File: src/rtl/link_order_arbiter.sv
// Round-robin arbiter sharing one link table manager order/dout port pair among NUM_REQ requesters.
// Optional per-requester grant statistics are enabled with `define LINK_ARB_STAT_EN.
module link_order_arbiter #(
  parameter int         NUM_REQ       = 4,
  parameter int         ADDR_WIDTH    = 16,
  parameter int         DATA_WIDTH    = 16,
  parameter int         TABLE_WIDTH   = 8,
  parameter logic [3:0] RSP_TYPE_MASK = 4'b0010,
  parameter int         TAG_DEPTH     = 4
) (
  input  logic                           clk,
  input  logic                           rst_n,
  input  logic [NUM_REQ-1:0]             req_valid,
  output logic [NUM_REQ-1:0]             req_busy,
  input  logic [2*NUM_REQ-1:0]           req_type,
  input  logic [TABLE_WIDTH*NUM_REQ-1:0] req_table,
  input  logic [ADDR_WIDTH*NUM_REQ-1:0]  req_node,
  input  logic [DATA_WIDTH*NUM_REQ-1:0]  req_data,
  output logic                           m_order_valid,
  input  logic                           m_order_busy,
  output logic [1:0]                     m_order_type,
  output logic [TABLE_WIDTH-1:0]         m_order_table,
  output logic [ADDR_WIDTH-1:0]          m_order_node,
  output logic [DATA_WIDTH-1:0]          m_order_data,
  input  logic                           m_dout_valid,
  output logic                           m_dout_busy,
  input  logic [DATA_WIDTH-1:0]          m_dout_data,
  output logic [NUM_REQ-1:0]             rsp_valid,
  input  logic [NUM_REQ-1:0]             rsp_busy,
  output logic [DATA_WIDTH-1:0]          rsp_data
`ifdef LINK_ARB_STAT_EN
  ,
  input  logic [2:0]                     stat_sel,
  output logic [15:0]                    stat_count
`endif
);

  localparam int IW = (NUM_REQ > 1) ? $clog2(NUM_REQ) : 1;
  localparam int AW = $clog2(TAG_DEPTH);

  typedef enum logic {S_IDLE, S_HOLD} state_e;

  state_e                   state_q, state_d;
  logic [IW-1:0]            ptr_q, ptr_d;
  logic                     valid_q, valid_d;
  logic [1:0]               type_q, type_d;
  logic [TABLE_WIDTH-1:0]   table_q, table_d;
  logic [ADDR_WIDTH-1:0]    node_q, node_d;
  logic [DATA_WIDTH-1:0]    data_q, data_d;

  logic [IW-1:0]            tag_mem_q [TAG_DEPTH];
  logic [AW:0]              wr_ptr_q, rd_ptr_q;
  logic                     fifo_empty_s, fifo_full_s, push_s, pop_s;
  logic [IW-1:0]            head_s;

  logic [1:0]               type_a   [NUM_REQ];
  logic [TABLE_WIDTH-1:0]   table_a  [NUM_REQ];
  logic [ADDR_WIDTH-1:0]    node_a   [NUM_REQ];
  logic [DATA_WIDTH-1:0]    data_a   [NUM_REQ];
  logic [NUM_REQ-1:0]       eligible_s;
  logic                     grant_found_s;
  logic [IW-1:0]            grant_idx_s;
  logic [NUM_REQ-1:0]       req_busy_s;
  logic [NUM_REQ-1:0]       rsp_valid_s;

  assign fifo_empty_s = (wr_ptr_q == rd_ptr_q);
  assign fifo_full_s  = (wr_ptr_q[AW] != rd_ptr_q[AW]) && (wr_ptr_q[AW-1:0] == rd_ptr_q[AW-1:0]);
  assign head_s       = tag_mem_q[rd_ptr_q[AW-1:0]];

  // Unpack the per-requester buses and decide who may be granted this cycle.
  always_comb begin
    for (int i = 0; i < NUM_REQ; i++) begin
      type_a[i]     = req_type[2*i +: 2];
      table_a[i]    = req_table[TABLE_WIDTH*i +: TABLE_WIDTH];
      node_a[i]     = req_node[ADDR_WIDTH*i +: ADDR_WIDTH];
      data_a[i]     = req_data[DATA_WIDTH*i +: DATA_WIDTH];
      // Full FIFO blocks response-producing orders even if a pop happens now.
      eligible_s[i] = req_valid[i] && (!RSP_TYPE_MASK[type_a[i]] || !fifo_full_s);
    end
  end

  // Round-robin search upward from the pointer, wrapping at NUM_REQ.
  always_comb begin
    grant_found_s = 1'b0;
    grant_idx_s   = '0;
    for (int k = 0; k < NUM_REQ; k++) begin
      int cand;
      cand = int'(ptr_q) + k;
      if (cand >= NUM_REQ) begin
        cand = cand - NUM_REQ;
      end else begin
        cand = cand;
      end
      if (!grant_found_s && eligible_s[cand]) begin
        grant_found_s = 1'b1;
        grant_idx_s   = IW'(cand);
      end else begin
        grant_found_s = grant_found_s;
      end
    end
  end

  // Order-channel FSM next state, output stage load and requester handshakes.
  always_comb begin
    state_d    = state_q;
    ptr_d      = ptr_q;
    valid_d    = valid_q;
    type_d     = type_q;
    table_d    = table_q;
    node_d     = node_q;
    data_d     = data_q;
    req_busy_s = '1;
    push_s     = 1'b0;
    case (state_q)
      S_IDLE: begin
        if (grant_found_s) begin
          req_busy_s[grant_idx_s] = 1'b0;
          type_d  = type_a[grant_idx_s];
          table_d = table_a[grant_idx_s];
          node_d  = node_a[grant_idx_s];
          data_d  = data_a[grant_idx_s];
          valid_d = 1'b1;
          ptr_d   = (grant_idx_s == IW'(NUM_REQ - 1)) ? '0 : grant_idx_s + IW'(1);
          push_s  = RSP_TYPE_MASK[type_a[grant_idx_s]];
          state_d = S_HOLD;
        end else begin
          state_d = S_IDLE;
        end
      end
      S_HOLD: begin
        if (!m_order_busy) begin
          valid_d = 1'b0;
          state_d = S_IDLE;
        end else begin
          state_d = S_HOLD;
        end
      end
      default: begin
        valid_d = 1'b0;
        state_d = S_IDLE;
      end
    endcase
  end

  // Response steering to the requester at the head of the tag FIFO.
  always_comb begin
    rsp_valid_s = '0;
    if (rst_n && m_dout_valid && !fifo_empty_s) begin
      rsp_valid_s[head_s] = 1'b1;
    end else begin
      rsp_valid_s = '0;
    end
  end

  assign m_dout_busy   = !rst_n || fifo_empty_s || rsp_busy[head_s];
  assign pop_s         = m_dout_valid && !m_dout_busy;
  assign rsp_valid     = rsp_valid_s;
  assign rsp_data      = m_dout_data;
  assign req_busy      = rst_n ? req_busy_s : '1;
  assign m_order_valid = valid_q;
  assign m_order_type  = type_q;
  assign m_order_table = table_q;
  assign m_order_node  = node_q;
  assign m_order_data  = data_q;

  // State, pointer, output stage and FIFO pointer registers.
  always_ff @(posedge clk) begin
    if (!rst_n) begin
      state_q  <= S_IDLE;
      ptr_q    <= '0;
      valid_q  <= 1'b0;
      type_q   <= 2'd0;
      table_q  <= '0;
      node_q   <= '0;
      data_q   <= '0;
      wr_ptr_q <= '0;
      rd_ptr_q <= '0;
    end else begin
      state_q  <= state_d;
      ptr_q    <= ptr_d;
      valid_q  <= valid_d;
      type_q   <= type_d;
      table_q  <= table_d;
      node_q   <= node_d;
      data_q   <= data_d;
      if (push_s) wr_ptr_q <= wr_ptr_q + {{AW{1'b0}}, 1'b1};
      if (pop_s)  rd_ptr_q <= rd_ptr_q + {{AW{1'b0}}, 1'b1};
    end
  end

  // Tag storage; contents are meaningless while the pointers say empty.
  always_ff @(posedge clk) begin
    if (push_s) begin
      tag_mem_q[wr_ptr_q[AW-1:0]] <= grant_idx_s;
    end
  end

`ifdef LINK_ARB_STAT_EN
  logic [15:0] cnt_q [NUM_REQ];
  logic [15:0] stat_q;

  // Saturating grant counters and registered counter readback.
  always_ff @(posedge clk) begin
    if (!rst_n) begin
      for (int i = 0; i < NUM_REQ; i++) cnt_q[i] <= 16'h0000;
      stat_q <= 16'h0000;
    end else begin
      for (int i = 0; i < NUM_REQ; i++) begin
        if ((state_q == S_IDLE) && grant_found_s && (grant_idx_s == IW'(i)) && (cnt_q[i] != 16'hFFFF))
          cnt_q[i] <= cnt_q[i] + 16'd1;
      end
      stat_q <= (int'(stat_sel) < NUM_REQ) ? cnt_q[stat_sel] : 16'h0000;
    end
  end

  assign stat_count = stat_q;
`endif

endmodule
File: config.mk
export PLATFORM = sky130hd
export DESIGN_NAME = link_order_arbiter
export DESIGN_NICKNAME = d
export VERILOG_FILES = /design/src/rtl/link_order_arbiter.sv
export SDC_FILE = /design/constraint.sdc
export NUM_CORES = 1
export LEC_CHECK = 0
export BUFFER_PORTS_ARGS = -buffer_cell sky130_fd_sc_hd__buf_4
export CAP_MARGIN = 10
export CORE_MARGIN = 4
export CORE_UTILIZATION = 46
export DETAILED_ROUTE_END_ITERATION = 16
export PLACE_DENSITY = 0.86
export SYNTH_ARGS = -nofsm -noshare
export SYNTH_HDL_FRONTEND = slang
export SYNTH_SLANG_ARGS = --single-unit
File: constraint.sdc
create_clock -name clk -period 4 [get_ports clk]
set_clock_uncertainty 0.1 [all_clocks]
set_input_delay 0.2 -clock clk [delete_from_list [all_inputs] [get_ports clk]]
set_output_delay 0.2 -clock clk [all_outputs]
set_load 0.01 [all_outputs]
Word-level counts from Yosys, hierarchy flattened
Memory sizes are Yosys's and may differ from the RTL's. A register that Yosys moved wholly into a read port is not among the register bits.
Cells that the tools add are included.

cells by class
  add/subtract/negate cells = 10
  $lt $le $gt $ge = 18
  equality and inequality tests = 6
  multiplexer cells = 69
  bitwise logic cells = 3
  reductions and logical operators = 32

operators with widths
  operator                                                     number
  less-than comparator 32 x 4 -> 1 bit, second input constant  4
  2-to-1 mux 32 bit                                            4
  binary-select mux 16 bit (select 2 bit)                      2
  2-to-1 mux 16 bit                                            4
  2-to-1 mux 1 bit                                             28
  less-than comparator 2 x 3 -> 1 bit, second input constant   7
  binary-select mux 1 bit (select 2 bit)                       10
  2-to-1 mux 2 bit                                             9
  binary-select mux 8 bit (select 2 bit)                       1
  2-to-1 mux 4 bit                                             4
  2-to-1 mux 8 bit                                             2
  logical AND 1 bit                                            13
  >= comparator 3 bit, second input constant                   4
  subtractor 3 x 3 -> 4 bit, second input constant             3
  logical NOT 1 bit                                            11
  adder 2 x 2 -> 3 bit, second input constant                  2
  adder 3 x 1 -> 3 bit, second input constant                  2
  logical OR 1 bit                                             6
  binary-select mux 2 bit (select 2 bit)                       1
  demux 1 bit (select 2 bit)                                   2
  >= comparator 2 x 1 -> 1 bit, second input constant          2
  inequality test 2 bit, second input constant                 2
  NOT 4 bit                                                    1
  case mux 1 bit (2 select lines)                              2
  other kinds (11)                                             12

word-level totals
  flip-flop bits (word level) = 52
  bits in writable memories = 8
  bits of input ports = 196
  logic and storage cells = 148
  memories kept = 1

memories
  name       words  width  read ports  clocked after memory_dff  write ports  RTL line  RTL
  tag_mem_q  4      2      1           1                         1            51        logic [IW-1:0] tag_mem_q [TAG_DEPTH];

Depth between registers and ports, before layout
  depth in word-level cells = 28
  depth in mapped cells = 11

Worst setup path before layout
No wires, ideal clock.

  path type = register to register
  from = reg wr_ptr_q[0]
  to = mem tag_mem_q[3][0] (netlist bit), enable pin
  setup time = 0.294 ns
  data arrival time = 2.159 ns
  data required time = 3.606 ns
  path slack = 1.447 ns
  cell stages (with the launch flop) = 10
  path buffers = 1
  period minus slack after synthesis = 2.553 ns
  cells stage by stage = dfxtp_1 -> xor2_1 -> or4_1 -> a221oi_2 -> o21a_2 -> inv_2 -> buf_2 -> nand2_1 -> a32o_2 -> and3_4

between the ends
  cells in the longest elaborated chain, start to end = 28

RTL lines
  what                                                 RTL line  RTL
  start: declaration                                   52        logic [AW:0] wr_ptr_q, rd_ptr_q;
  start signal: assignment                             186       if (push_s) wr_ptr_q <= wr_ptr_q + {{AW{1'b0}}, 1'b1};
  == test 2 bit                                        67        assign fifo_full_s = (wr_ptr_q[AW] != rd_ptr_q[AW]) && (wr_ptr_q[AW-1:0] == rd_ptr_q[AW-1:0]);
  logical AND 1 bit                                    67
  logical NOT 1 bit                                    78        eligible_s[i] = req_valid[i] && (!RSP_TYPE_MASK[type_a[i]] || !fifo_full_s);
  logical OR 1 bit                                     78
  logical AND 1 bit                                    78
  binary-select mux 1 bit (select 2 bit)               94        if (!grant_found_s && eligible_s[cand]) begin
  2-to-1 mux 1 bit (implied by the code) (2 in a row)  94
  2-to-1 mux 1 bit                                     94
  (+10 left out)                                       --
  binary-select mux 2 bit (select 2 bit)               124       push_s = RSP_TYPE_MASK[type_a[grant_idx_s]];
  2-to-1 mux 2 bit (implied by the code) (2 in a row)  124
  binary-select mux 1 bit (select 2 bit)               124
  2-to-1 mux 1 bit (implied by the code)               124
  2-to-1 mux 1 bit                                     116       if (grant_found_s) begin
  2-to-1 mux 1 bit                                     114       case (state_q)
  2-to-1 mux 1 bit                                     193       if (push_s) begin
  2-to-1 mux 1 bit (implied by the code)               194       tag_mem_q[wr_ptr_q[AW-1:0]] <= grant_idx_s;
  end: declaration                                     51

Several ways; a longest one is shown, not always the timed one. The select of a mux whose other input is x is not followed.

Worst setup path after layout
  from = reg wr_ptr_q[1]
  to = out req_busy[0]

between the ends
  cells in the longest elaborated chain, start to end = 26

RTL lines
  what                                                                                                              RTL line  RTL
  == test 2 bit (*)                                                                                                 67
  logical AND 1 bit (*)                                                                                             67
  logical NOT 1 bit (*)                                                                                             78
  logical OR 1 bit                                                                                                  78
  logical AND 1 bit                                                                                                 78
  binary-select mux 1 bit (select 2 bit)                                                                            94
  2-to-1 mux 1 bit (implied by the code) (2 in a row)                                                               94
  2-to-1 mux 1 bit                                                                                                  94
  (+9 left out)                                                                                                     --
  less-than comparator 2 x 3 -> 1 bit (implied by the code) / >= comparator 2 x 1 -> 1 bit (equally long branches)  117       req_busy_s[grant_idx_s] = 1'b0;
  logical AND 1 bit (implied by the code)                                                                           117
  2-to-1 mux 1 bit (implied by the code)                                                                            117
  demux 1 bit (select 2 bit)                                                                                        117
  NOT 4 bit (no source line)                                                                                        --
  2-to-1 mux 4 bit (*)                                                                                              116
  2-to-1 mux 4 bit (*)                                                                                              114
  2-to-1 mux 4 bit (*)                                                                                              159       assign req_busy = rst_n ? req_busy_s : '1;
  end: declaration                                                                                                  14        output logic [NUM_REQ-1:0] req_busy,

Mark *: on every way between the ends. The rest lies on a longest branch, timed or not. The select of a mux whose other input is x is not followed.

==> reports/metrics.csv <==
metric;value;unit
outcome;finished clean;
clk root buf;clkbuf_8;
worst slew pin tran;0.895;ns
synth unique cells;43;
pwr dens;368;mW/mm2
syn_nets;791;
CP required;3.70;ns
Initial Utilization;47.0;%
post-synthesis sequential area ratio;32.4;%
metal3 WL;1140;um
WL met2;6980;um
total negative setup slack;0;ns
I/O pin total;264;
Detail Route Antenna Nets;0;
FF-to-FF End;tag_mem_q[3][0];
Leakage;0.00288;uW
Routed WL per cell;15.1;um
total grt overflow;0;
Worst Path Class, Setup;reg -> out;
Synth Instances;586;
synth top area cells;dfxtp_1, nand2_1, nand3_1;
Iter 0 DRT Violations;260;
hold depth;5;
Final period util;93.2;%
Multi-input gate area;0.00245;mm2
via count;4749;
Final Hold Viols;0;
asr flop ratio synth;0;%
total CTS buffers;9;
Main synth FF type;dfxtp_1;
die area;0.0104;mm2
Setup Fix Bufs, Post-CTS;0;
CTS clk-pin slew, worst paths;0.08;ns
post-synth top area cell;dfxtp_1;
CTS tree;done;
Max Fclk;268;MHz
crit-path max FO;45;
number of filler cells placed in the layout;725;
nets;981;
fin util;68.6;%
final-report setup violation count;0;
Core ar.;0.00868;mm2
detailed-route DRC error count;0;
Max-cap violations;0;
area delta synth->final;46.1;%
Reg area;0.00132;mm2
Die Ht;102;um
critical path launch point type;register;
crit path DAT;3.43;ns
Synth warnings;0;
Met1 Wirelength;5000;um
reg2reg start;wr_ptr_q[0];
dpl hpwl;10500;um
share of layout cells above drive strength 1;34.2;%
post-synth top area share;26.5;%
Die Wd;102;um
synthesized area;0.00408;mm2
R2R Setup Slk;0.74;ns
initial antenna violation count;0;
number of global-route vias before repair;4395;
Top Metal Used;met4;
R2R depth;8;
clock latency on the worst-skew pair;0.33;ns
via-per-instance ratio;5.34;
cts hold-fix bufs;0;
largest net degree at the start of global routing;60;
hold path endpoint;m_order_node[15];
number of cell rows;34;
synth cell count leaders;nand2_1, nand3_1, dfxtp_1, a21boi_0, clkbuf_1;
DRT Pass-1 Iters;5;
element type at the critical path end;output pin;
first-pass GRT wire length;20400;um
Slew headroom;40.3;%
Final min period;3.73;ns
EDFF count, synth;8;
Final Max Tran Viols;0;
WL final;13400;um
hold path startpoint;req_node[47];
# port buffers;231;
H-tree lvl count;3;
number of diodes;0;
HP Class;in -> reg;
RSZ-0062 raised after global routing;false;
clk buf depth;2;
Seq cells post-synth;62;
post_cts resized;0;
CTS sink cnt;62;
average size of a mapped cell;6.96;um2
RePlAce Congestion;0.842;
total power;2190;uW
most common cell in the netlist;nand2_1;
Max VDD drop;200;uV
GR Util All Layers;24.5;%
[worst max-delay path: stages (launching register included)]
cell and delay [ns]:
dfxtp_1 0.41, xor2_1 0.53, o41a_1 0.33, a221oi_2 0.11, o21a_4 0.23, inv_2 0.45, buf_4 0.49, ha_1 0.24
nand3_1 0.09, buf_4 0.18
[worst max path at each step]
| stage | start | end | slack (ns) | cells past startpoint |
|---|---|---|---|---|
| after floorplan | wr_ptr_q[0] | tag_mem_q[3][0] | 1.45 | 9 |
| after global placement | wr_ptr_q[0] | req_busy[1] | 0.89 | 9 |
| after detailed placement | wr_ptr_q[0] | req_busy[0] | 0.64 | 9 |
| after CTS | wr_ptr_q[0] | req_busy[0] | 0.28 | 9 |
| after global routing | wr_ptr_q[0] | req_busy[0] | 0.006 | 9 |
| final | wr_ptr_q[1] | req_busy[0] | 0.27 | 9 |
[per-stage QoR]
step / cells / area, um2 / hold WS (ns) / setup slack (ns)
after global routing: 889 / 5960 / 0.174 / 0.00625
after floorplan: 586 / 4080 / 0.356 / 1.45
after detailed placement: 873 / 5710 / 0.300 / 0.642
after CTS: 889 / 5960 / 0.160 / 0.279
final: 889 / 5960 / 0.173 / 0.272
after global placement: 873 / 5710 / 0.300 / 0.888
[cell families after synthesis]
group                      Yosys count  share of synthesized area, %
AOI/OAI and AO/OA                   67                          13.4
muxes                                8                          2.58
buffers and inverters               65                          8.10
DFF                                 62                          32.4
and+or+nand+nor                    370                          39.7
xor gates and xnor gates             5                          1.07
adders and majority gates            9                          2.76
[flip-flops by register name, indices dropped and copies added (netlist names), named ones only]
name           cells
ptr_q              2
m_order_type       2
tag_mem_q          8
m_order_table      8
state_q            1
m_order_data      16
m_order_node      16
m_order_valid      1
wr_ptr_q           3
rd_ptr_q           3
[routing by layer]
metal  vias to the layer above  track usage [%]
met4                         0             9.69
li1                       2337                -
met5                         -                0
met2                       218             43.5
met1                      2166             27.9
met3                        28             6.55
[cell usage in the layout, fill, tap and decap left out, drive strengths merged]
cell type | synthesis | layout
buf | 36 | 237
nand2 | 214 | 214
nand3 | 126 | 126
dfxtp | 54 | 54
a21boi | 44 | 44
ha | 9 | 9
clkbuf | 22 | 9
edfxtp | 8 | 8
nand2b | 7 | 7
inv | 7 | 7
nor2 | 6 | 6
mux2i | 6 | 6
and2 | 5 | 5
and3 | 5 | 5
a21o | 4 | 4
o41ai | 4 | 4
xor2 | 3 | 3
bufinv | 0 | 3
nor2b | 3 | 3
xnor2 | 2 | 2
o41a | 2 | 2
mux4 | 2 | 2
nor4 | 2 | 2
o211a | 2 | 2
clkinv | 0 | 2
clkinvlp | 0 | 2
a21oi | 2 | 2
o21a | 2 | 2
o221ai | 1 | 1
o211ai | 1 | 1
or4 | 1 | 1
a221oi | 1 | 1
a21bo | 1 | 1
nand4bb | 1 | 1
a32o | 1 | 1
o22ai | 1 | 1
o21ai | 1 | 1
[report_power, final]
group	total [uW]	internal, uW	leakage, uW	switching, uW
clock network	675	416	0.000116	259
logic	774	357	0.00225	417
registers	745	702	0.000518	42.5
total	2190	1470	0.00288	719
[layout make-up]
type,instances,share of cell area [%]
Multi-Input combinational cell,459,41.1
Clock buffer,9,2.08
Tap cell,108,2.27
Inverter,7,0.441
Sequential cell,62,22.2
Timing Repair Buffer,237,29.9
Clock inverter,7,2.06
(Power assumes the default switching activity.)
